<file path="src/rtl/palette_mapper.sv">
// rtl/palette_mapper.sv - indexed-colour palette lookup with window border and runtime palette writes
module palette_mapper #(
  parameter int IDX_W = 5,
  parameter int CH_W  = 8,
  parameter int X_MIN = 193,
  parameter int X_MAX = 446,
  parameter int Y_MIN = 120,
  parameter int Y_MAX = 358,
  parameter logic [3*CH_W-1:0] BORDER_RGB = '0
) (
  input  logic                Clk,
  input  logic                Reset_n,
  input  logic [IDX_W-1:0]    color,
  input  logic [9:0]          DrawX,
  input  logic [9:0]          DrawY,
  input  logic                pix_valid,
  input  logic                pal_we,
  input  logic [IDX_W-1:0]    pal_addr,
  input  logic [3*CH_W-1:0]   pal_data,
  output logic                pal_ready,
  output logic [CH_W-1:0]     VGA_R,
  output logic [CH_W-1:0]     VGA_G,
  output logic [CH_W-1:0]     VGA_B,
  output logic                rgb_valid
);

  localparam int DEPTH = 1 << IDX_W;
  localparam int RGB_W = 3 * CH_W;
  localparam logic [9:0] X_LO = 10'(X_MIN);
  localparam logic [9:0] X_HI = 10'(X_MAX);
  localparam logic [9:0] Y_LO = 10'(Y_MIN);
  localparam logic [9:0] Y_HI = 10'(Y_MAX);
  localparam logic [IDX_W-1:0] LAST_IDX = IDX_W'(DEPTH - 1);

  typedef enum logic [1:0] {
    ST_INIT  = 2'd0,
    ST_RUN   = 2'd1,
    ST_WRITE = 2'd2
  } state_e;

  // Rescale an 8-bit channel to CH_W: the 8 bits become the MSBs, dropping or zero-filling LSBs.
  function automatic logic [CH_W-1:0] scale_ch(input logic [7:0] c);
    return CH_W'({c, {CH_W{1'b0}}} >> 8);
  endfunction

  // Power-up palette contents, {R,G,B} in 8-bit terms.
  function automatic logic [RGB_W-1:0] default_rgb(input logic [IDX_W-1:0] idx);
    logic [23:0] c;
    case (int'(idx))
      0:       c = {8'd21,  8'd95,  8'd217};
      1:       c = {8'd0,   8'd0,   8'd0};
      2:       c = {8'd173, 8'd173, 8'd172};
      3:       c = {8'd254, 8'd0,   8'd255};
      4:       c = {8'd102, 8'd102, 8'd102};
      5:       c = {8'd99,  8'd176, 8'd254};
      6:       c = {8'd0,   8'd124, 8'd141};
      7:       c = {8'd91,  8'd228, 8'd48};
      8:       c = {8'd12,  8'd147, 8'd0};
      9:       c = {8'd253, 8'd129, 8'd112};
      10:      c = {8'd181, 8'd49,  8'd32};
      11:      c = {8'd255, 8'd254, 8'd255};
      12:      c = {8'd66,  8'd64,  8'd254};
      13:      c = {8'd0,   8'd42,  8'd136};
      14:      c = {8'd190, 8'd224, 8'd253};
      15:      c = {8'd251, 8'd206, 8'd191};
      16:      c = {8'd188, 8'd190, 8'd0};
      17:      c = {8'd58,  8'd0,   8'd163};
      18:      c = {8'd117, 8'd39,  8'd254};
      19:      c = {8'd146, 8'd144, 8'd255};
      20:      c = {8'd79,  8'd139, 8'd200};
      21:      c = {8'd0,   8'd82,  8'd0};
      22:      c = {8'd17,  8'd75,  8'd170};
      23:      c = {8'd20,  8'd18,  8'd166};
      24:      c = {8'd51,  8'd50,  8'd200};
      25:      c = {8'd198, 8'd118, 8'd254};
      26:      c = {8'd234, 8'd158, 8'd33};
      27:      c = {8'd152, 8'd78,  8'd0};
      default: c = {8'd64,  8'd64,  8'd64};
    endcase
    return {scale_ch(c[23:16]), scale_ch(c[15:8]), scale_ch(c[7:0])};
  endfunction

  logic             rst_meta_q;
  logic             rst_sync_q;
  state_e           state_q, state_d;
  logic [IDX_W-1:0] init_cnt_q, init_cnt_d;
  logic             init_wr;
  logic             host_wr;
  logic             wr_en;
  logic [IDX_W-1:0] wr_addr;
  logic [RGB_W-1:0] wr_data;
  logic [RGB_W-1:0] pal_q [DEPTH];

  logic [IDX_W-1:0] s1_idx_q;
  logic             s1_inwin_q;
  logic             s1_valid_q;
  logic             in_win;
  logic [RGB_W-1:0] rd_data;
  logic [RGB_W-1:0] pix_rgb;
  logic [RGB_W-1:0] out_q;
  logic             rgb_valid_q;

  // Reset assertion is immediate; release is delayed two clocks before INIT may start counting.
  always_ff @(posedge Clk or negedge Reset_n) begin
    if (!Reset_n) begin
      rst_meta_q <= 1'b0;
      rst_sync_q <= 1'b0;
    end else begin
      rst_meta_q <= 1'b1;
      rst_sync_q <= rst_meta_q;
    end
  end

  // State and INIT address counter; held at INIT/0 until the synchronised release arrives.
  always_ff @(posedge Clk or negedge Reset_n) begin
    if (!Reset_n) begin
      state_q    <= ST_INIT;
      init_cnt_q <= '0;
    end else if (!rst_sync_q) begin
      state_q    <= ST_INIT;
      init_cnt_q <= '0;
    end else begin
      state_q    <= state_d;
      init_cnt_q <= init_cnt_d;
    end
  end

  // Next state: INIT walks every address once; RUN/WRITE accept host writes each cycle.
  always_comb begin
    state_d    = state_q;
    init_cnt_d = init_cnt_q;
    init_wr    = 1'b0;
    host_wr    = 1'b0;
    case (state_q)
      ST_INIT: begin
        if (rst_sync_q) begin
          init_wr    = 1'b1;
          init_cnt_d = init_cnt_q + 1'b1;
          if (init_cnt_q == LAST_IDX) begin
            state_d = ST_RUN;
          end
        end
      end
      ST_RUN, ST_WRITE: begin
        host_wr = pal_we;
        state_d = pal_we ? ST_WRITE : ST_RUN;
      end
      default: state_d = ST_INIT;
    endcase
  end

  assign pal_ready = (state_q != ST_INIT);

  assign wr_en   = init_wr | host_wr;
  assign wr_addr = init_wr ? init_cnt_q : pal_addr;
  assign wr_data = init_wr ? default_rgb(init_cnt_q) : pal_data;

  // Palette storage; contents are rebuilt by INIT after every reset, so no reset is needed.
  always_ff @(posedge Clk) begin
    if (wr_en) begin
      pal_q[wr_addr] <= wr_data;
    end
  end

  assign in_win = (DrawX >= X_LO) && (DrawX <= X_HI) &&
                  (DrawY >= Y_LO) && (DrawY <= Y_HI);

  // Stage 1: capture index, window flag and valid.
  always_ff @(posedge Clk or negedge Reset_n) begin
    if (!Reset_n) begin
      s1_idx_q   <= '0;
      s1_inwin_q <= 1'b0;
      s1_valid_q <= 1'b0;
    end else begin
      s1_idx_q   <= color;
      s1_inwin_q <= in_win;
      s1_valid_q <= pix_valid;
    end
  end

  // A write landing on the entry being read this cycle wins over the stored value.
  assign rd_data = (wr_en && (wr_addr == s1_idx_q)) ? wr_data : pal_q[s1_idx_q];
  assign pix_rgb = s1_inwin_q ? rd_data : BORDER_RGB;

  // Stage 2: register colour; forced to zero during INIT, held whenever no pixel is valid.
  always_ff @(posedge Clk or negedge Reset_n) begin
    if (!Reset_n) begin
      out_q       <= '0;
      rgb_valid_q <= 1'b0;
    end else if (state_q == ST_INIT) begin
      out_q       <= '0;
      rgb_valid_q <= 1'b0;
    end else begin
      rgb_valid_q <= s1_valid_q;
      if (s1_valid_q) begin
        out_q <= pix_rgb;
      end
    end
  end

  assign VGA_R     = out_q[RGB_W-1 -: CH_W];
  assign VGA_G     = out_q[2*CH_W-1 -: CH_W];
  assign VGA_B     = out_q[CH_W-1:0];
  assign rgb_valid = rgb_valid_q;

endmodule

</file>
<file path="config.mk">
export PLATFORM = sky130hd
export DESIGN_NAME = palette_mapper
export DESIGN_NICKNAME = d
export VERILOG_FILES = /design/src/rtl/palette_mapper.sv
export SDC_FILE = /design/constraint.sdc
export NUM_CORES = 1
export LEC_CHECK = 0
export CORE_ASPECT_RATIO = 2
export CORE_UTILIZATION = 45
export CTS_BUF_LIST = sky130_fd_sc_hd__clkbuf_16
export DETAILED_ROUTE_END_ITERATION = 8
export HOLD_SLACK_MARGIN = 0.08
export PLACE_DENSITY_LB_ADDON = 0.2
export SYNTH_ARGS = -nofsm -noshare
export SYNTH_HDL_FRONTEND = slang
export SYNTH_SLANG_ARGS = --single-unit
export TNS_END_PERCENT = 30
</file>
<file path="constraint.sdc">
create_clock -name Clk -period 3.7 [get_ports Clk]
set_input_delay 0.37 -clock Clk [delete_from_list [all_inputs] [get_ports Clk]]
set_output_delay 0.37 -clock Clk [all_outputs]
set_load 0.1 [all_outputs]
</file>
==> metrics, run 1 <==
initial detailed-routing violation count 1525; crit start category flip-flop; Die Ht 382 µm; total power 19.3 mW; Clock Power Share 0.390; Total GRT Usage 0.255; Post-synth EDFFs 768; Mean Syn Cell Area 18.1 µm²; Sw Share 0.226; syn nets 1870; Final setup viols 0; Worst Setup EP out_q[18]; root buffer cell clkbuf_16; CTS tree yes; Reg2Reg Capture Point out_q[18]; total grt overflow 0; final period utilization 0.896; maximum clock rate 302 MHz; Die ar. 73500 µm²; Max Cap Violations 0; top area cells in the synthesized netlist edfxtp_1, mux4_2, mux2i_1; Starting Density 0.454; Critical Path RT 4.27 ns; # IOs 84; Fillers 5814; CP startpoint s1_idx_q[0]; setup slack, reg-to-reg 0.39 ns; worst slew pin tran 1.41 ns; First-pass DRT Iterations 5; DR WL/cell 30.7 µm; post-synth top area cell edfxtp_1; Seq/Total Area, Yosys 0.740; reg2reg start s1_idx_q[0]; CP arrival 3.88 ns; PD cells 511 nW/µm²; leakage power total 12.6 nW; area of the mapped netlist 32500 µm²; Port Buf Inserts 83; CP Class reg -> reg; FFs w/ async S/R, synth 0.0507; internal power 15.0 mW; largest net degree at the start of global routing 54; width of the die 192 µm; Final Hold Vio Count 0; Rel. slew slack 0.0604; Seq pwr share 0.534; Synth Flop Type edfxtp_1; Core ar. 71700 µm²; CTS Sinks 809; hold path startpoint color[0]; first-pass GRT wire length 132000 µm; num rows 139; Post-CTS Setup Bufs 0; NetSw 4.36 mW; pre-CTS WS 0.424 ns; WL final 91000 µm; Via Count 18000; Via density 6.09; post-synth cell types 58; HPWL after DPL 59700 µm; Worst IR Drop VDD 0.293 mV; crit path time final 3.31 ns; max-slew violation count 0; most common cell after layout, fill and taps aside edfxtp_1; H-tree depth 3; # diodes 0; final setup margin 0.385 ns; clk_lat worst skew 0.63 ns; fraction of layout cells with a size suffix above 1 0.222; sequential cell area 24100 µm²; CTS Buf Count 69; Cells after Synth 1795; maximum clock path buffer count 3; # DRC 0; Layout Nets 2066; Critical Path End Type flip-flop; Clock Skews 0.0211 ns; crit-path max FO 45; Multi-input gate area 8070 µm²; Final ANT Viol Nets 0; RSZ-0062 raised after global routing no; Hold Slack 0.173 ns; outcome finished clean; GPL Wtd Cong 1.00; initial antenna violation count 4; Hold Path Class in -> reg; Worst-path clk slew 0.08 ns; warnings from Yosys 0; area growth from synthesis to layout 16.3%; setup_tns 0 ns; vias in the first global route 18900; reg2reg path depth 8; most frequent cells in the layout edfxtp_1, buf_4, mux2i_1; Yosys top cell area share 0.709; fraction of power consumed by combinational cells 0.076; Seq cells post-synth 809
## flip-flops by register name (all words and copies together) (netlist names)
| register | count |
|---|---|
| rst_meta_q | 1 |
| init_cnt_q | 5 |
| rgb_valid | 1 |
| s1_inwin_q | 1 |
| rst_sync_q | 1 |
| out_q | 24 |
| s1_idx_q | 5 |
| s1_valid_q | 1 |
| state_q | 2 |
| pal_q | 768 |
## layout make-up
class | count | area share
clock buffers | 70 | 0.0463
clock inverters | 56 | 0.0153
well taps | 916 | 0.0303
flip-flops and latches | 809 | 0.637
inverters | 10 | 0.000992
multi-input cells | 864 | 0.213
repair buffers | 237 | 0.0573
## worst min-delay path by stage
stage                         end  slack, ns  cells after the start
detailed placement     rst_sync_q       0.35                      0
global route          s1_idx_q[0]       0.16                      1
finish                s1_idx_q[0]       0.17                      1
floorplan           init_cnt_q[0]       0.07                      0
global placement       rst_sync_q       0.34                      0
CTS                   s1_idx_q[0]       0.14                      1
## power by group through the flow
stage               Sequential [mW]  Combinational, mW  Clock (mW)
finish                         10.3               1.47        7.53
global route                   10.3               1.56        7.95
CTS                            10.3               1.48        7.63
detailed placement             10.5               1.47           0
global placement               10.5               1.45           0
floorplan                      10.5              0.774           0
## metrics by stage
step / utilization / area, µm² / std cells
floorplan: - / 32500 / 1795
global placement: 0.496 / 35500 / 2835
detailed placement: 0.496 / 35500 / 2835
CTS: 0.528 / 37800 / 2962
global route: 0.528 / 37800 / 2962
finish: 0.528 / 37800 / 2962
## cell families (layout without fill, tap and decap cells)
family | Yosys count | after routing | share of synthesized area
AO/OA/AOI/OAI | 311 | 311 | 0.0671
XOR/XNOR | 7 | 7 | 0.00188
multiplexers | 273 | 273 | 0.130
AND/OR/NAND/NOR | 255 | 255 | 0.0374
buffers and inverters | 122 | 373 | 0.0171
adder cells (fa/ha/maj) | 17 | 17 | 0.00654
other | 1 | 1 | 0.000115
flip-flops | 809 | 809 | 0.740
## cells in the mapped netlist (all sizes together), types with 9 or more instances
library cell / instances
nor2: 78
ha: 17
mux2i: 132
and2: 9
edfxtp: 768
mux4: 116
nor2b: 25
a2111oi: 13
nand3: 13
a211oi: 20
buf: 64
nand2b: 13
nand2: 65
clkbuf: 48
o21ai: 29
dfrtp: 41
nor3: 16
o22ai: 58
mux2: 25
a221o: 26
a22oi: 54
a21oi: 39
a31oi: 36
## worst max-delay path, stage by stage, from the launching register on
cell and delay (ns):
dfrtp_4 0.82, buf_12 0.29, buf_12 0.31, a211oi_1 0.13
a2111oi_0 0.96, buf_4 0.25, a31oi_1 0.08, a31oi_1 0.18
a221o_1 0.13
## layer usage
metal	up-vias	GRT usage	wire length (µm)
li1	7720	-	-
met1	9455	0.296	33100
met2	667	0.462	49600
met3	179	0.0389	4590
met4	4	0.105	3730
met5	-	0	18
## timing repair
item / 4_1_cts / 5_1_grt
gates resized for setup: 0 / 0
hold buffers: 1 / 0
endpoints found under the hold margin: 25 / 0
endpoints found under the setup margin: 0 / 0
Power figures use the tool's default switching activity.
==> inputs of run 2 (changes only) <==
- CAP_MARGIN: unset -> 10
- CORE_UTILIZATION: 45 -> 56
- SLEW_MARGIN: unset -> 20
==> metrics, run 2 (synthesis gave the netlist of run 1 again) <==
met1 WL 30100 µm; Post-CTS Setup Bufs 0; PD cells 512 nW/µm²; total grt overflow 0; Die ar. 59100 µm²; CP startpoint s1_idx_q[0]; clk_lat worst skew 0.61 ns; initial detailed-routing violation count 1904; fraction of layout cells with a size suffix above 1 0.220; final period utilization 0.825; Non-Filler Instances 2789; reg2reg path depth 8; Hold EP s1_idx_q[2]; Port Buf Inserts 83; Worst-path clk slew 0.08 ns; RSZ-0062 raised after global routing no; maximum clock rate 328 MHz; Total GRT Usage 0.302; outcome finished clean; CTS Sinks 809; Reg2Reg Capture Point out_q[19]; GPL Wtd Cong 0.965; total power 19.2 mW; Rel. slew slack 0.308; Core ar. 57200 µm²; Met3 Wirelength 5250 µm; Via density 6.54; most frequent cells in the layout edfxtp_1, mux2i_1, buf_4; Critical Path RT 4.18 ns; Largest register FFs 768; area growth from synthesis to layout 15.2%; # DRC 0; Placed Cells 2662; Final setup viols 0; Final Hold Vio Count 0; CP Class reg -> reg; num rows 124; largest registers pal_q x768, out_q x24; crit path time final 3.05 ns; Layout Nets 2052; Min-Delay Path Depth 1; largest net degree at the start of global routing 66; initial antenna violation count 1; First-pass DRT Iterations 6; Final Core Density 0.655; largest register by flop count pal_q; Critical Path End Type flip-flop; hold path startpoint color[2]; leakage power total 12.5 nW; # diodes 0; root buffer cell clkbuf_16; top layer in use met5; Starting Density 0.568; Resized Gates After CTS 0; Final Instance Area 37500 µm²; crit-path max FO 34; crit start category flip-flop; setup slack, reg-to-reg 0.65 ns; Via Count 18200; HPWL after DPL 56600 µm; worst slew pin tran 1.04 ns; Hold Path Class in -> reg; Die Ht 343 µm; first-pass GRT wire length 125000 µm; CP arrival 3.54 ns; H-tree depth 3; Max Cap Violations 0; vias in the first global route 18900; maximum clock path buffer count 3; CTS tree yes; # IOs 84; width of the die 172 µm; routed wl met2 45600 µm; CTS Buf Count 68; Worst IR Drop VDD 0.416 mV; most common cell after layout, fill and taps aside edfxtp_1; max-slew violation count 0; WL final 85700 µm; DR WL/cell 30.7 µm; dpl cell area 35200 µm²; Final ANT Viol Nets 0; setup_tns 0 ns; reg2reg start s1_idx_q[0]; Clock Skews 0.0235 ns
## run 2: what timing repair did
item | in CTS | in global routing
endpoints found under the setup margin | 0 | 0
hold buffers | 1 | 0
endpoints found under the hold margin | 16 | 0
## run 2: per-stage QoR
stage / worst slack [ns] / hold slack, ns
6_report: 0.648 / 0.206
2_1_floorplan: 0.240 / 0.0744
3_3_place_gp: 0.719 / 0.336
4_1_cts: 0.649 / 0.180
3_5_place_dp: 0.694 / 0.337
5_1_grt: 0.536 / 0.212
## run 2: where the power goes
group	total [mW]	internal [mW]	switching (mW)
sequential	10.3	10.3	0.0434
clock	7.45	4.16	3.29
combinational	1.43	0.477	0.953
## run 2: per-layer routing
layer | vias up | global-route usage
met5 | - | 0
met4 | 2 | 0.163
met3 | 216 | 0.0396
met2 | 868 | 0.526
met1 | 9434 | 0.364
li1 | 7711 | -
## run 2: cell type report
class,instances,area (µm²)
multi-input combinational,864,8080
timing repair buffer,224,2020
fill,3887,19800
inverter,10,37.5
clock buffer,71,1780
clock inverter,55,538
sequential,809,24100
tap,756,946
## run 2: worst max-delay path by stage
stage              endpoint  slack (ns)  cells after the start
2_1_floorplan  pal_q[0][15]        0.24                      8
3_3_place_gp      out_q[19]        0.72                      8
3_5_place_dp      out_q[19]        0.69                      8
4_1_cts           out_q[19]        0.65                      8
5_1_grt           out_q[11]        0.54                      9
6_report          out_q[19]        0.65                      8
## run 2: worst max-delay path: stages (launching register included)
cell	delay, ns
dfrtp_4	0.77
buf_12	0.30
buf_12	0.26
mux2_2	0.37
o22ai_1	0.20
a2111oi_0	0.16
a31oi_1	0.40
a31oi_1	0.14
a221o_1	0.28
